==> src/rtl/mac_cluster_ctrl_if.sv <==
// Purpose: bundles the mac_cluster_ctrl job config, status, operand/result handshakes and cluster/cache controls.
// Latency: none; signal grouping only.
// Backpressure: op_valid/op_ready in from the operand buffer, res_valid/res_ready out to writeback.
// Ports: master = controller side (drives status, strobes, addresses); slave = environment side (drives cfg, op_valid, res_ready).
interface mac_cluster_ctrl_if #(
  parameter int ADDR_W = 5,
  parameter int PASS_W = 8
);
  // job configuration and status
  logic              cfg_start;
  logic [ADDR_W:0]   cfg_num_out;
  logic [PASS_W-1:0] cfg_num_pass;
  logic              cfg_add_bias;
  logic              cfg_relu;
  logic              busy;
  logic              job_done;
  // operand in / result out handshakes
  logic              op_valid;
  logic              op_ready;
  logic              res_valid;
  logic              res_ready;
  // MAC cluster controls
  logic              mac_en;
  logic              mac_add_bias;
  logic              mac_relu;
  logic              mac_done;
  // psum cache controls
  logic              cache_clear_n;
  logic              cache_wr_en;
  logic [ADDR_W-1:0] cache_rd_addr;
  logic [ADDR_W-1:0] cache_wr_addr;
  // position / pass indices for operand buffer addressing
  logic [ADDR_W-1:0] cur_pos;
  logic [PASS_W-1:0] cur_pass;

  modport master (
    input  cfg_start, cfg_num_out, cfg_num_pass, cfg_add_bias, cfg_relu,
    input  op_valid, res_ready,
    output busy, job_done, op_ready, res_valid,
    output mac_en, mac_add_bias, mac_relu, mac_done,
    output cache_clear_n, cache_wr_en, cache_rd_addr, cache_wr_addr,
    output cur_pos, cur_pass
  );

  modport slave (
    output cfg_start, cfg_num_out, cfg_num_pass, cfg_add_bias, cfg_relu,
    output op_valid, res_ready,
    input  busy, job_done, op_ready, res_valid,
    input  mac_en, mac_add_bias, mac_relu, mac_done,
    input  cache_clear_n, cache_wr_en, cache_rd_addr, cache_wr_addr,
    input  cur_pos, cur_pass
  );
endinterface

==> src/rtl/mac_cluster_ctrl.sv <==
// Purpose: job sequencer for one MAC cluster and its local psum cache (positions x passes).
// Latency: start at T -> cache clear T+1 -> first operand T+2; best-case job_done T+2+num_out*num_pass.
// Backpressure: no operand fires without op_valid; final-pass operands also wait for res_ready.
// Ports: i_clk clock; i_rst_n synchronous active-low reset; ctrl_if (master) carries cfg/status,
//        operand and result handshakes, MAC cluster strobes and psum cache controls.
module mac_cluster_ctrl #(
  parameter int NUM_POS = 32,
  parameter int ADDR_W  = 5,
  parameter int PASS_W  = 8
) (
  input  logic                 i_clk,
  input  logic                 i_rst_n,
  mac_cluster_ctrl_if.master   ctrl_if
);

  typedef enum logic [1:0] {
    S_IDLE   = 2'd0,
    S_CLEAR  = 2'd1,
    S_RUN    = 2'd2,
    S_FINISH = 2'd3
  } state_t;

  localparam logic [ADDR_W:0] MAX_OUT = (ADDR_W+1)'(NUM_POS);

  state_t            r_state;
  state_t            w_state_nxt;
  logic [ADDR_W-1:0] r_pos;
  logic [PASS_W-1:0] r_pass;
  logic [ADDR_W:0]   r_num_out;
  logic [PASS_W-1:0] r_num_pass;
  logic              r_add_bias;
  logic              r_relu;

  logic [ADDR_W:0]   w_num_out_clamp;
  logic              w_empty;
  logic              w_start;
  logic              w_last;
  logic              w_pos_last;
  logic              w_fire;

  logic              w_busy;
  logic              w_job_done;
  logic              w_op_ready;
  logic              w_res_valid;
  logic              w_mac_en;
  logic              w_mac_add_bias;
  logic              w_mac_relu;
  logic              w_mac_done;
  logic              w_cache_clear_n;
  logic              w_cache_wr_en;

  assign w_num_out_clamp = (ctrl_if.cfg_num_out > MAX_OUT) ? MAX_OUT : ctrl_if.cfg_num_out;
  assign w_empty         = (ctrl_if.cfg_num_out == '0) || (ctrl_if.cfg_num_pass == '0);
  assign w_start         = (r_state == S_IDLE) && ctrl_if.cfg_start;

  assign w_last     = (r_pass == (r_num_pass - PASS_W'(1)));
  assign w_pos_last = ({1'b0, r_pos} == (r_num_out - (ADDR_W+1)'(1)));
  // Final pass needs writeback to take the result before the operand is consumed.
  assign w_fire     = (r_state == S_RUN) && ctrl_if.op_valid && (!w_last || ctrl_if.res_ready);

  // State register
  always_ff @(posedge i_clk) begin
    if (!i_rst_n) begin
      r_state <= S_IDLE;
    end else begin
      r_state <= w_state_nxt;
    end
  end

  // Next state and per-state outputs
  always_comb begin
    w_state_nxt     = r_state;
    w_busy          = 1'b0;
    w_job_done      = 1'b0;
    w_op_ready      = 1'b0;
    w_res_valid     = 1'b0;
    w_mac_en        = 1'b0;
    w_mac_add_bias  = 1'b0;
    w_mac_relu      = 1'b0;
    w_mac_done      = 1'b0;
    w_cache_clear_n = 1'b1;
    w_cache_wr_en   = 1'b0;
    case (r_state)
      S_IDLE: begin
        if (ctrl_if.cfg_start) begin
          // Empty jobs skip the cache entirely and just report completion.
          w_state_nxt = w_empty ? S_FINISH : S_CLEAR;
        end
      end
      S_CLEAR: begin
        w_busy          = 1'b1;
        w_cache_clear_n = 1'b0;
        w_state_nxt     = S_RUN;
      end
      S_RUN: begin
        w_busy         = 1'b1;
        w_op_ready     = w_fire;
        w_mac_en       = w_fire;
        w_res_valid    = w_last && ctrl_if.op_valid;
        // The final pass goes straight to writeback, so its psum is never stored.
        w_cache_wr_en  = w_fire && !w_last;
        w_mac_add_bias = r_add_bias && w_last;
        w_mac_relu     = r_relu && w_last;
        w_mac_done     = w_fire && w_last;
        if (w_fire && w_last && w_pos_last) begin
          w_state_nxt = S_FINISH;
        end
      end
      S_FINISH: begin
        w_busy      = 1'b1;
        w_job_done  = 1'b1;
        w_state_nxt = S_IDLE;
      end
      default: begin
        w_state_nxt = S_IDLE;
      end
    endcase
  end

  // Job config latch and position/pass counters
  always_ff @(posedge i_clk) begin
    if (!i_rst_n) begin
      r_pos      <= '0;
      r_pass     <= '0;
      r_num_out  <= '0;
      r_num_pass <= '0;
      r_add_bias <= 1'b0;
      r_relu     <= 1'b0;
    end else if (w_start) begin
      r_pos      <= '0;
      r_pass     <= '0;
      r_num_out  <= w_num_out_clamp;
      r_num_pass <= ctrl_if.cfg_num_pass;
      r_add_bias <= ctrl_if.cfg_add_bias;
      r_relu     <= ctrl_if.cfg_relu;
    end else if (w_fire) begin
      if (!w_pos_last) begin
        r_pos <= r_pos + ADDR_W'(1);
      end else if (!w_last) begin
        // Position wraps only at a pass boundary.
        r_pos  <= '0;
        r_pass <= r_pass + PASS_W'(1);
      end else begin
        // Final fire: park counters at 0 so idle addresses read as 0.
        r_pos  <= '0;
        r_pass <= '0;
      end
    end
  end

  assign ctrl_if.busy          = w_busy;
  assign ctrl_if.job_done      = w_job_done;
  assign ctrl_if.op_ready      = w_op_ready;
  assign ctrl_if.res_valid     = w_res_valid;
  assign ctrl_if.mac_en        = w_mac_en;
  assign ctrl_if.mac_add_bias  = w_mac_add_bias;
  assign ctrl_if.mac_relu      = w_mac_relu;
  assign ctrl_if.mac_done      = w_mac_done;
  assign ctrl_if.cache_clear_n = w_cache_clear_n;
  assign ctrl_if.cache_wr_en   = w_cache_wr_en;
  // Read and write share the current position; the read is combinational, the write lands at the edge.
  assign ctrl_if.cache_rd_addr = r_pos;
  assign ctrl_if.cache_wr_addr = r_pos;
  assign ctrl_if.cur_pos       = r_pos;
  assign ctrl_if.cur_pass      = r_pass;

endmodule
==> src/flat_wrapper.sv <==
// flat-port wrapper written by rule: the top's interface ports become plain ports
module mac_cluster_ctrl_flat 
#(
  parameter int NUM_POS = 32,
  parameter int ADDR_W  = 5,
  parameter int PASS_W  = 8
)
  (i_clk, i_rst_n, ctrl_if_cfg_start, ctrl_if_cfg_num_out, ctrl_if_cfg_num_pass, ctrl_if_cfg_add_bias, ctrl_if_cfg_relu, ctrl_if_op_valid, ctrl_if_res_ready, ctrl_if_busy, ctrl_if_job_done, ctrl_if_op_ready, ctrl_if_res_valid, ctrl_if_mac_en, ctrl_if_mac_add_bias, ctrl_if_mac_relu, ctrl_if_mac_done, ctrl_if_cache_clear_n, ctrl_if_cache_wr_en, ctrl_if_cache_rd_addr, ctrl_if_cache_wr_addr, ctrl_if_cur_pos, ctrl_if_cur_pass);
  mac_cluster_ctrl_if #(.ADDR_W(ADDR_W), .PASS_W(PASS_W)) ctrl_if_i ();
  input  logic i_clk;
  input  logic i_rst_n;
  input wire logic [$bits(ctrl_if_i.cfg_start)-1:0] ctrl_if_cfg_start;
  input wire logic [$bits(ctrl_if_i.cfg_num_out)-1:0] ctrl_if_cfg_num_out;
  input wire logic [$bits(ctrl_if_i.cfg_num_pass)-1:0] ctrl_if_cfg_num_pass;
  input wire logic [$bits(ctrl_if_i.cfg_add_bias)-1:0] ctrl_if_cfg_add_bias;
  input wire logic [$bits(ctrl_if_i.cfg_relu)-1:0] ctrl_if_cfg_relu;
  input wire logic [$bits(ctrl_if_i.op_valid)-1:0] ctrl_if_op_valid;
  input wire logic [$bits(ctrl_if_i.res_ready)-1:0] ctrl_if_res_ready;
  output wire logic [$bits(ctrl_if_i.busy)-1:0] ctrl_if_busy;
  output wire logic [$bits(ctrl_if_i.job_done)-1:0] ctrl_if_job_done;
  output wire logic [$bits(ctrl_if_i.op_ready)-1:0] ctrl_if_op_ready;
  output wire logic [$bits(ctrl_if_i.res_valid)-1:0] ctrl_if_res_valid;
  output wire logic [$bits(ctrl_if_i.mac_en)-1:0] ctrl_if_mac_en;
  output wire logic [$bits(ctrl_if_i.mac_add_bias)-1:0] ctrl_if_mac_add_bias;
  output wire logic [$bits(ctrl_if_i.mac_relu)-1:0] ctrl_if_mac_relu;
  output wire logic [$bits(ctrl_if_i.mac_done)-1:0] ctrl_if_mac_done;
  output wire logic [$bits(ctrl_if_i.cache_clear_n)-1:0] ctrl_if_cache_clear_n;
  output wire logic [$bits(ctrl_if_i.cache_wr_en)-1:0] ctrl_if_cache_wr_en;
  output wire logic [$bits(ctrl_if_i.cache_rd_addr)-1:0] ctrl_if_cache_rd_addr;
  output wire logic [$bits(ctrl_if_i.cache_wr_addr)-1:0] ctrl_if_cache_wr_addr;
  output wire logic [$bits(ctrl_if_i.cur_pos)-1:0] ctrl_if_cur_pos;
  output wire logic [$bits(ctrl_if_i.cur_pass)-1:0] ctrl_if_cur_pass;
  assign ctrl_if_i.cfg_start = ctrl_if_cfg_start;
  assign ctrl_if_i.cfg_num_out = ctrl_if_cfg_num_out;
  assign ctrl_if_i.cfg_num_pass = ctrl_if_cfg_num_pass;
  assign ctrl_if_i.cfg_add_bias = ctrl_if_cfg_add_bias;
  assign ctrl_if_i.cfg_relu = ctrl_if_cfg_relu;
  assign ctrl_if_i.op_valid = ctrl_if_op_valid;
  assign ctrl_if_i.res_ready = ctrl_if_res_ready;
  assign ctrl_if_busy = ctrl_if_i.busy;
  assign ctrl_if_job_done = ctrl_if_i.job_done;
  assign ctrl_if_op_ready = ctrl_if_i.op_ready;
  assign ctrl_if_res_valid = ctrl_if_i.res_valid;
  assign ctrl_if_mac_en = ctrl_if_i.mac_en;
  assign ctrl_if_mac_add_bias = ctrl_if_i.mac_add_bias;
  assign ctrl_if_mac_relu = ctrl_if_i.mac_relu;
  assign ctrl_if_mac_done = ctrl_if_i.mac_done;
  assign ctrl_if_cache_clear_n = ctrl_if_i.cache_clear_n;
  assign ctrl_if_cache_wr_en = ctrl_if_i.cache_wr_en;
  assign ctrl_if_cache_rd_addr = ctrl_if_i.cache_rd_addr;
  assign ctrl_if_cache_wr_addr = ctrl_if_i.cache_wr_addr;
  assign ctrl_if_cur_pos = ctrl_if_i.cur_pos;
  assign ctrl_if_cur_pass = ctrl_if_i.cur_pass;
  mac_cluster_ctrl #(.NUM_POS(NUM_POS), .ADDR_W(ADDR_W), .PASS_W(PASS_W)) u_core (.i_clk(i_clk), .i_rst_n(i_rst_n), .ctrl_if(ctrl_if_i));
endmodule
==> config.mk <==
export PLATFORM = sky130hd
export DESIGN_NAME = mac_cluster_ctrl_flat
export DESIGN_NICKNAME = d
export VERILOG_FILES = /design/src/rtl/mac_cluster_ctrl_if.sv /design/src/rtl/mac_cluster_ctrl.sv /design/src/flat_wrapper.sv
export SDC_FILE = /design/constraint.sdc
export NUM_CORES = 1
export LEC_CHECK = 0
export ABC_AREA = 1
export CAP_MARGIN = 40
export CORE_MARGIN = 5
export CORE_UTILIZATION = 49
export CTS_CLUSTER_DIAMETER = 80
export DETAILED_ROUTE_END_ITERATION = 7
export GPL_TIMING_DRIVEN = 0
export PLACE_DENSITY = 0.92
export SETUP_SLACK_MARGIN = 0.05
export SLEW_MARGIN = 20
export SYNTH_ARGS = -nofsm -noshare
export SYNTH_HDL_FRONTEND = slang
export SYNTH_SLANG_ARGS = --single-unit
==> constraint.sdc <==
create_clock -name i_clk -period 2.65 [get_ports i_clk]
set_input_delay 0.53 -clock i_clk [delete_from_list [all_inputs] [get_ports i_clk]]
set_output_delay 0.53 -clock i_clk [all_outputs]
set_load 0.005 [all_outputs]
Word-level counts from Yosys, hierarchy flattened
Index checks and enable logic that the tools add are counted.
{"block": "op_classes", "n_mux": 16, "addsub": 4, "n_bitwise": 1, "n_eq_ne": 7, "n_lt_le_gt_ge": 1, "reduce_logical": 19}
{"op": "logical AND 1 bit", "count": 9}
{"op": "2-to-1 mux 1 bit", "count": 9}
{"op": "adder 8 x 1 -> 8 bit (second input constant)", "count": 1}
{"op": "== test 8 bit", "count": 1}
{"op": "logical NOT 8 bit", "count": 1}
{"op": "2-to-1 mux 8 bit", "count": 1}
{"op": "case mux 2 bit (4 select lines)", "count": 1}
{"op": "subtractor 8 x 1 -> 8 bit (second input constant)", "count": 1}
{"op": "== test 5 x 6 -> 1 bit", "count": 1}
{"op": "> comparator 6 bit (second input constant)", "count": 1}
{"op": "logical NOT 6 bit", "count": 1}
{"op": "2-to-1 mux 2 bit", "count": 3}
{"op": "2-to-1 mux 6 bit", "count": 1}
{"op": "subtractor 6 x 1 -> 6 bit (second input constant)", "count": 1}
{"op": "adder 5 x 1 -> 5 bit (second input constant)", "count": 1}
{"op": "2-to-1 mux 5 bit", "count": 1}
{"op": "== test 2 bit (second input constant)", "count": 2}
{"op": "inequality test 2 bit (second input constant)", "count": 2}
{"op": "AND reduction 2 bit", "count": 2}
{"op": "OR reduction 3 bit", "count": 1}
{"op": "== test 2 x 1 -> 1 bit (second input constant)", "count": 1}
{"op": "logical NOT 2 bit", "count": 1}
{"op": "logical OR 1 bit", "count": 2}
{"op": "OR reduction 2 bit", "count": 1}
{"op": "2 further kinds", "count": 2}
{"block": "word_totals", "reg_bits": 31, "wordCells": 55, "in_bits": 21}

Longest topological paths before layout
Gate-level depths: netlist of run 1.
{"block": "logic_depth", "depth_word": 9, "depth_mapped": 16, "mapped_depth_nobuf": 15}

Worst setup path after synthesis of run 1
No wires, ideal clock.
{"block": "synth_path", "kind": "register to output", "start": "register u_core.r_num_pass[0]", "end": "output port ctrl_if_op_ready", "slack_ps": 415, "n_path_buf": 2, "t_arrival_ps": 1705, "path_stages_with_launch": 14, "path_cell_list": "dfxtp_1 inv_1 ha_1 xnor2_1 nor2_1 nand2_1 nor2_1 nand2_1 nor2_4 nand3_2 nand2_4 inv_2 buf_6 buf_4"}
{"block": "synth_between", "elab_chain_cells": 6}
{"element": "start, declared", "line": "mac_cluster_ctrl.sv:30", "rtl": "logic [PASS_W-1:0] r_num_pass;"}
{"element": "start signal, assigned", "line": "mac_cluster_ctrl.sv:133", "rtl": "r_num_pass <= ctrl_if.cfg_num_pass;"}
{"element": "subtractor 8 x 1 -> 8 bit", "line": "mac_cluster_ctrl.sv:56", "rtl": "assign w_last = (r_pass == (r_num_pass - PASS_W'(1)));"}
{"element": "== test 8 bit", "line": "mac_cluster_ctrl.sv:56"}
{"element": "logical NOT 1 bit", "line": "mac_cluster_ctrl.sv:59", "rtl": "assign w_fire = (r_state == S_RUN) && ctrl_if.op_valid && (!w_last || ctrl_if.res_ready);"}
{"element": "logical OR 1 bit", "line": "mac_cluster_ctrl.sv:59"}
{"element": "logical AND 1 bit", "line": "mac_cluster_ctrl.sv:59"}
{"element": "2-to-1 mux 1 bit"}
{"element": "end, declared", "line": "flat_wrapper.sv:21", "rtl": "output wire logic [$bits(ctrl_if_i.op_ready)-1:0] ctrl_if_op_ready;"}
No other way between the ends.

Worst setup path after layout of run 1
{"block": "layout_path", "start": "register u_core.r_num_pass[1]", "end": "output port ctrl_if_mac_done"}
{"block": "layout_between", "elab_chain_cells": 7}
{"element": "subtractor 8 x 1 -> 8 bit *", "line": "mac_cluster_ctrl.sv:56"}
{"element": "== test 8 bit *", "line": "mac_cluster_ctrl.sv:56"}
{"element": "logical NOT 1 bit", "line": "mac_cluster_ctrl.sv:59"}
{"element": "logical OR 1 bit", "line": "mac_cluster_ctrl.sv:59"}
{"element": "logical AND 1 bit", "line": "mac_cluster_ctrl.sv:59"}
{"element": "logical AND 1 bit *", "line": "mac_cluster_ctrl.sv:104", "rtl": "w_mac_done = w_fire && w_last;"}
{"element": "2-to-1 mux 1 bit *", "line": "mac_cluster_ctrl.sv:83", "rtl": "case (r_state)"}
{"element": "end, declared", "line": "flat_wrapper.sv:26", "rtl": "output wire logic [$bits(ctrl_if_i.mac_done)-1:0] ctrl_if_mac_done;"}
Mark *: on every way between the ends. The rest lies on a longest branch, timed or not.

==> impl_summary.txt, run 1 <==
----------------------------------------------------
[GRT]
  Pin count of the biggest net entering global routing ... 14
  Initial antenna violation count ... 0
  Global-route wire length before repair ... 9280 µm
  Via count of the first global-routing pass ... around 2200
  Sum of overflow across all layers after global routing ... 0
  Total track usage ... 20.89%

[Detailed routing]
  Post-route DRC violation count ... 0
  Detailed route wirelength on metal3 ... 488 µm
  Final WL ... slightly below 6000 µm
  Violation count after the first detailed-route iteration ... 188
  Residual antenna-violating net count after detailed routing ... 0
  DR WL/cell ... ~13 µm
  Wire length on met1 ... around 2400 µm
  Top routing layer in use ... met4
  Number of vias after detailed routing ... roughly 2400
  First-pass iteration count of the detailed router ... 5
  Routed length on met2 ... 2775 µm
  Average vias per placed instance ... ~5.3

[Synthesis]
  Top area cells in the synthesized netlist ... dfxtp_1, nand2_1, inv_1, nand3_1, a21oi_1
  Register bit count reported by yosys ... 31
  Dominant cell type by area after synthesis ... dfxtp_1
  Number of instances in the synthesized netlist ... around 320
  Fraction of the yosys area taken by sequential cells ... between 20% and 30%
  Post-Synthesis Cell Area ... 0.002105 mm²
  Post-synthesis mux area share ... 0%
  Share of synthesized registers carrying an async set or reset ... 0%
  Arithmetic-cell share of the synthesized area counting full adders, half adders and majority gates ... under 10%
  Synth Area in Compound Gates ... a little over a tenth
  Most instantiated flip-flop cell in the synthesis netlist ... dfxtp_1
  Number of synthesized flops with an enable pin ... 0
  Portion of synthesized cell area occupied by the leading cell type ... around 29%
  Total number of yosys warnings ... 0
  Net Count, Synth ... approximately 350
  Number of library cell types mapped by synthesis ... 31
  Post-synthesis area per instance ... ~6.6 µm²
  Post-Synth XOR/XNOR Area ... 6.243%
  Largest family of logic cells by synthesized area ... simple AND/OR/NAND/NOR gates
  Simple-gate share of the synthesized area ... between 30% and 40%

[Floorplanning]
  Initial core utilization ... 51.50%
  Die Footprint ... between 0.005 and 0.006 mm²
  Standard cell core area ... 0.004086 mm²
  Vert. Die Dim ... 75.54 µm
  Boundary pin count ... between 50 and 60
  Site Rows ... 23
  Die outline width ... roughly 76 µm

[Hold path]
  Path category of the worst min-delay check ... flip-flop to flip-flop

[CTS]
  Number of clock sinks seen by CTS ... 31
  Clk_lat worst skew ... 0.29 ns
  Max Buffers Root-to-Sink ... 2
  Clock slew seen by the registers of the worst setup and hold paths ... about 0.060 ns
  TritonCTS clock tree ... done
  Cell at the root of the clock tree ... clkbuf_8
  Number of levels the H-tree was split into ... 2
  Number of buffers created by CTS ... 5

[Power and ir drop]
  Power density normalized to cell area ... approximately 670 mW/mm²
  Leakage power ... about 0.0013 µW
  Max VDD drop ... roughly 0.52 mV

[Cells and area]
  Nets@finish ... roughly 430
  Most common cell after layout, fill and taps aside ... nand2_1
  Core utilization of the finished layout ... 72.84%
  Layout cell share with drive strength beyond 1 ... ~17%
  Commonest non-fill, non-tap cells in the layout ... nand2_1, clkdlybuf4s50_1, inv_1, nand3_1, dfxtp_1
  Filler cell count ... 325
  Final antenna diode count ... 0
  Area delta synth->final ... 41.44%

[Critical path]
  Type of destination of the critical path ... output port
  Cell with the largest stage delay on the worst path ... dfxtp_2
  Critical path fanouts, max ... 5
  Worst Setup Start Kind ... flip-flop
  Sequence of cells on the critical path ... inv_2, ha_4, xnor2_1, nor2_1, nand2_1, nor2_1, nand2_1, nor2_4, buf_6, nand2_8, buf_6, nor3_2, buf_2
  Crit path largest cell delay ... ~0.33 ns
  Crit path kind ... flip-flop to output port
  Data arrival, critical path ... between 2 and 2.5 ns
  Worst path required time ... between 2 and 2.5 ns

[Timing]
  Slew at the pin closest to its max-slew limit ... about 0.43 ns
  Setup-violating endpoint count in the final report ... 3
  Post-Route Hold Slack ... 0.4986 ns
  Final Hold Vio Count ... 0
  Unrepaired setup endpoints after global routing ... true
  Final critical-path setup slack ... -0.03358 ns
  Peak Freq ... between 300 and 400 MHz
  Post-route minimum period ... between 2 and 3 ns
  Share of the clock period used by the worst path ... 101.3%
  Worst clock skew on the final layout ... roughly 0.0061 ns
  Number of pins with negative max-slew slack in the final report ... 0
  Max-slew headroom ... 71.41%

[Placement]
  Final estimated routing congestion in global placement ... roughly 0.89
  Post-Place Setup Slack ... -0.1826 ns
  Total half-perimeter wirelength after legalization and detailed placement ... between 4000 and 5000 µm
  PortBufs ... 53

[Run status]
  Run status ... complete, but fails checks
  Violations in the final reports ... setup timing

[Run]
  Number of max-cap violations ... 0

----------------------------------------------------
[sequential cells by signal, summed over array words and instances, names as in the netlist]
register,flops
u_core.r_num_pass,8
u_core.ctrl_if.cur_pass,8
u_core.r_add_bias,1
u_core.r_state,2
u_core.ctrl_if.cache_rd_addr,5
u_core.r_relu,1
u_core.r_num_out,6
[power breakdown]
| group | internal (µW) | switching [µW] |
|---|---|---|
| clock | 237 | 177 |
| combinational | 405 | 565 |
| sequential | 541 | 61.0 |
| total | 1180 | 803 |
[cells in the mapped netlist, types with 2 or more instances]
library cell  count
or2_2             2
xor2_1            8
nand2_1          70
inv_1            47
o21ai_1           2
a21oi_1          24
ha_1              9
nand3_2           3
nand4_1           6
inv_2             2
nor2_2            3
nor2_1           27
nand3_1          30
nor3_1            5
nor4_1            3
o21ai_0          14
clkbuf_1          4
dfxtp_1          31
xnor2_1           7
buf_4            11
[logic make-up after synthesis]
kind of cell	count (synthesis)
compound gates	43
simple gates	154
xor+xnor	15
buf+inv	67
fa+ha+maj	9
flops	31
[final timing paths]
kind	from	to	slack (ns)	depth (start not counted)
max	u_core.r_num_pass[1]	ctrl_if_mac_done	-0.03	13
min reg2reg	u_core.r_num_pass[0]	u_core.r_num_pass[0]	0.50	2
min	u_core.r_num_pass[0]	u_core.r_num_pass[0]	0.50	2
max reg2reg	u_core.r_num_pass[1]	u_core.r_state[1]	0.41	17
[what timing repair did]
item | 4_1_cts | 5_1_grt
hold endpoints to repair | 0 | 0
gates resized for setup | 30 | 16
endpoints found under the setup margin | 7 | 7
hold buffers | 0 | 0
pin swaps | 6 | 6
gates cloned | 0 | 0
buffers inserted | 8 | 9
[through the flow]
stage               cell area [µm²]  power (µW)   TNS, ns  std cells
finish                         2977        1985  -0.08694        446
detailed placement             2698        1440   -0.3402        422
global route                   2977        2138   -0.5994        446
floorplan                      2105        1192         0        319
CTS                            2868        1898   -0.1054        437
global placement               2698        1401   -0.1749        422
[critical path, delay by kind of cell (launching register included)]
kind	cells	cell delay [ns]
XOR/XNOR	1	0.12
adder cells (fa/ha/maj)	1	0.23
buffers and inverters	4	0.45
flip-flops	1	0.33
AND/OR/NAND/NOR	7	0.73
[area by class of cell]
| type | count | area (µm²) | share of cell area, % |
|---|---|---|---|
| Timing Repair Buffer | 70 | 645.6 | 21.69 |
| Sequential cell | 31 | 623.1 | 20.93 |
| Tap cell | 50 | 62.56 | 2.102 |
| Inverter | 49 | 196.4 | 6.599 |
| Clock buffer | 8 | 100.1 | 3.363 |
| Multi-Input combinational cell | 221 | 1241 | 41.70 |
| Buffer | 17 | 107.6 | 3.615 |
[routing by layer]
layer | global-route usage, % | up-vias
met4 | 11.26 | 0
met2 | 34.04 | 117
li1 | - | 1157
met1 | 25.00 | 1055
met5 | 0 | -
met3 | 5.541 | 27
(Power assumes the default switching activity.)
==> run 2: changes to the inputs <==
--- a/config.mk
+++ b/config.mk
@@ -7,11 +7,10 @@
 export LEC_CHECK = 0
 export ABC_AREA = 1
 export CAP_MARGIN = 40
-export CORE_MARGIN = 5
+export CORE_MARGIN = 3
 export CORE_UTILIZATION = 49
 export CTS_CLUSTER_DIAMETER = 80
 export DETAILED_ROUTE_END_ITERATION = 7
-export GPL_TIMING_DRIVEN = 0
 export PLACE_DENSITY = 0.92
 export SETUP_SLACK_MARGIN = 0.05
 export SLEW_MARGIN = 20
==> run 2 against run 1 <==
  * The flow now finishes without violations
  * First-iteration DRC count decreased by 24%
  * Clock-buffer cell count is 2 lower
  * Clock power fell by 18%
  * Worst hold slack got worse by 0.028 ns
  * Setup slack improved by 0.17 ns
  * Critical path depth shrank 1
  * Core utilization decreased by 3.9 points
  * Sequential cell count unchanged
  * Sequential share of layout area grew 1.3 points
  * Cell area decreased by 6.0%
  * Fmax is 6.7% higher
  * Critical endpoint unchanged
  * Largest cell class unchanged
  * Highest routed layer unchanged
==> impl_summary.txt, run 2 (same netlist as run 1, synthesis figures left out) <==
----------------------------------------------------
[Cells and area]
  Area delta synth->final ... 32.94%
  Commonest non-fill, non-tap cells in the layout ... nand2_1, clkdlybuf4s50_1, inv_1, nand3_1, dfxtp_1
  Final antenna diode count ... 0
  Filler cell count ... roughly 330
  Layout cell share with drive strength beyond 1 ... a little over an eighth
  Most common cell after layout, fill and taps aside ... nand2_1
  Nets@finish ... between 400 and 500

[Power and ir drop]
  Max VDD drop ... between 0.4 and 0.5 mV
  Power density normalized to cell area ... 647.0 mW/mm²
  Leakage power ... approximately 0.0012 µW
  Power after layout ... roughly 1800 µW

[Floorplanning]
  Die Footprint ... slightly above 0.005 mm²
  Boundary pin count ... 54
  Initial core utilization ... about half
  Site Rows ... 23
  Vert. Die Dim ... approximately 72 µm
  Die outline width ... between 70 and 80 µm
  Standard cell core area ... ~0.0041 mm²

[Run]
  Number of max-cap violations ... 0

[Timing]
  Peak Freq ... ~400 MHz
  Slew at the pin closest to its max-slew limit ... 0.5202 ns
  Share of the clock period used by the worst path ... between 90% and 100%
  Max-slew headroom ... around two thirds
  Setup-violating endpoint count in the final report ... 0
  Worst clock skew on the final layout ... about 0.0067 ns
  Post-route minimum period ... ~2.5 ns
  Total negative setup slack ... 0 ns
  Final critical-path setup slack ... about 0.13 ns
  Final Hold Vio Count ... 0
  Unrepaired setup endpoints after global routing ... true
  Number of pins with negative max-slew slack in the final report ... 0

[Detailed routing]
  Residual antenna-violating net count after detailed routing ... 0
  DR WL/cell ... 11.90 µm
  First-pass iteration count of the detailed router ... 4
  Average vias per placed instance ... approximately 5
  Violation count after the first detailed-route iteration ... ~140
  Final WL ... about 5000 µm
  Number of vias after detailed routing ... roughly 2200
  Post-route DRC violation count ... 0

[Placement]
  PortBufs ... 53
  Post-Place Setup Slack ... between 0.03 and 0.04 ns
  Total half-perimeter wirelength after legalization and detailed placement ... 3791 µm
  Final estimated routing congestion in global placement ... around 0.84

[CTS]
  Number of levels the H-tree was split into ... 2
  Number of buffers created by CTS ... 5
  Clock slew seen by the registers of the worst setup and hold paths ... 0.05 ns
  Clk_lat worst skew ... between 0.2 and 0.3 ns
  Cell at the root of the clock tree ... clkbuf_8
  TritonCTS clock tree ... done
  Max Buffers Root-to-Sink ... 2
  Number of clock sinks seen by CTS ... 31

[GRT]
  Total track usage ... around a fifth
  Initial antenna violation count ... 0
  Via count of the first global-routing pass ... 2000
  Pin count of the biggest net entering global routing ... 21
  Sum of overflow across all layers after global routing ... 0
  Global-route wire length before repair ... 8280 µm

[Critical path]
  Cell with the largest stage delay on the worst path ... dfxtp_2
  Sequence of cells on the critical path ... inv_2, ha_4, xnor2_1, nor2_1, nand2_1, nor2_1, nand2_1, nor2_4, nand2_4, buf_4, nor3_2, buf_2
  Crit path largest cell delay ... about 0.33 ns
  Worst path required time ... roughly 2.1 ns
  Critical path fanouts, max ... 4
  Data arrival, critical path ... just under 2 ns
  Worst Setup Start Kind ... flip-flop
  Crit path kind ... flip-flop to output port
  Type of destination of the critical path ... output port

[Hold path]
  Path category of the worst min-delay check ... flip-flop to flip-flop

[Run status]
  Run status ... finished clean

----------------------------------------------------
==> run 2: path summary, 6_finish.rpt <==
kind                              from  slack, ns  cells past startpoint                         endpoint
setup / recovery  u_core.r_num_pass[1]       0.13                     12                 ctrl_if_mac_done
hold / removal    u_core.r_num_pass[7]       0.47                      2             u_core.r_num_pass[7]
setup reg to reg  u_core.r_num_pass[1]       0.65                     15  u_core.ctrl_if.cache_rd_addr[2]
hold reg to reg   u_core.r_num_pass[7]       0.47                      2             u_core.r_num_pass[7]
==> run 2: metal layers <==
layer / share of wire, % / up-vias / global-route usage, %
li1: - / 1116 / -
met2: 46 / 76 / 32.86
met3: 7.7 / 16 / 5.470
met4: 2.8 / 0 / 11.48
met1: 44 / 980 / 23.64
met5: 0 / - / 0
==> run 2: through the flow <==
stage               cells  hold WS, ns  utilization (%)  instance area, µm²
floorplan             319       0.4310                -                2105
global placement      413       0.4461            65.22                2646
detailed placement    413       0.4470            65.22                2646
CTS                   424       0.4704            68.83                2793
finish                426       0.4705            68.95                2798
global route          426       0.4978            68.95                2798
==> run 2: report_power, final <==
part | internal, µW | switching [µW]
registers | 541 | 60.1
logic | 366 | 504
clock network | 175 | 164
==> run 2: timing repair <==
item / 4_1_cts / 5_1_grt
hold endpoints to repair: 0 / 0
endpoints found under the setup margin: 7 / 7
pin swaps: 8 / 6
hold buffers: 0 / 0
gates resized for setup: 28 / 6
setup buffers: 5 / 2
gates cloned: 0 / 0
==> run 2: layout make-up <==
class | instances | area (µm²) | area share, %
clock buffer | 6 | 72.57 | 2.594
tap | 50 | 62.56 | 2.236
timing repair buffer | 69 | 631.9 | 22.58
sequential | 31 | 623.1 | 22.27
multi-input combinational | 221 | 1224 | 43.74
inverter | 49 | 183.9 | 6.574
==> run 2: critical path: cells and delay by family (launching register included) <==
kind	cells	cell delay (ns)
and+or+nand+nor	7	0.70
DFF	1	0.33
buffers and inverters	3	0.33
xor gates and xnor gates	1	0.12
adders and majority gates	1	0.23
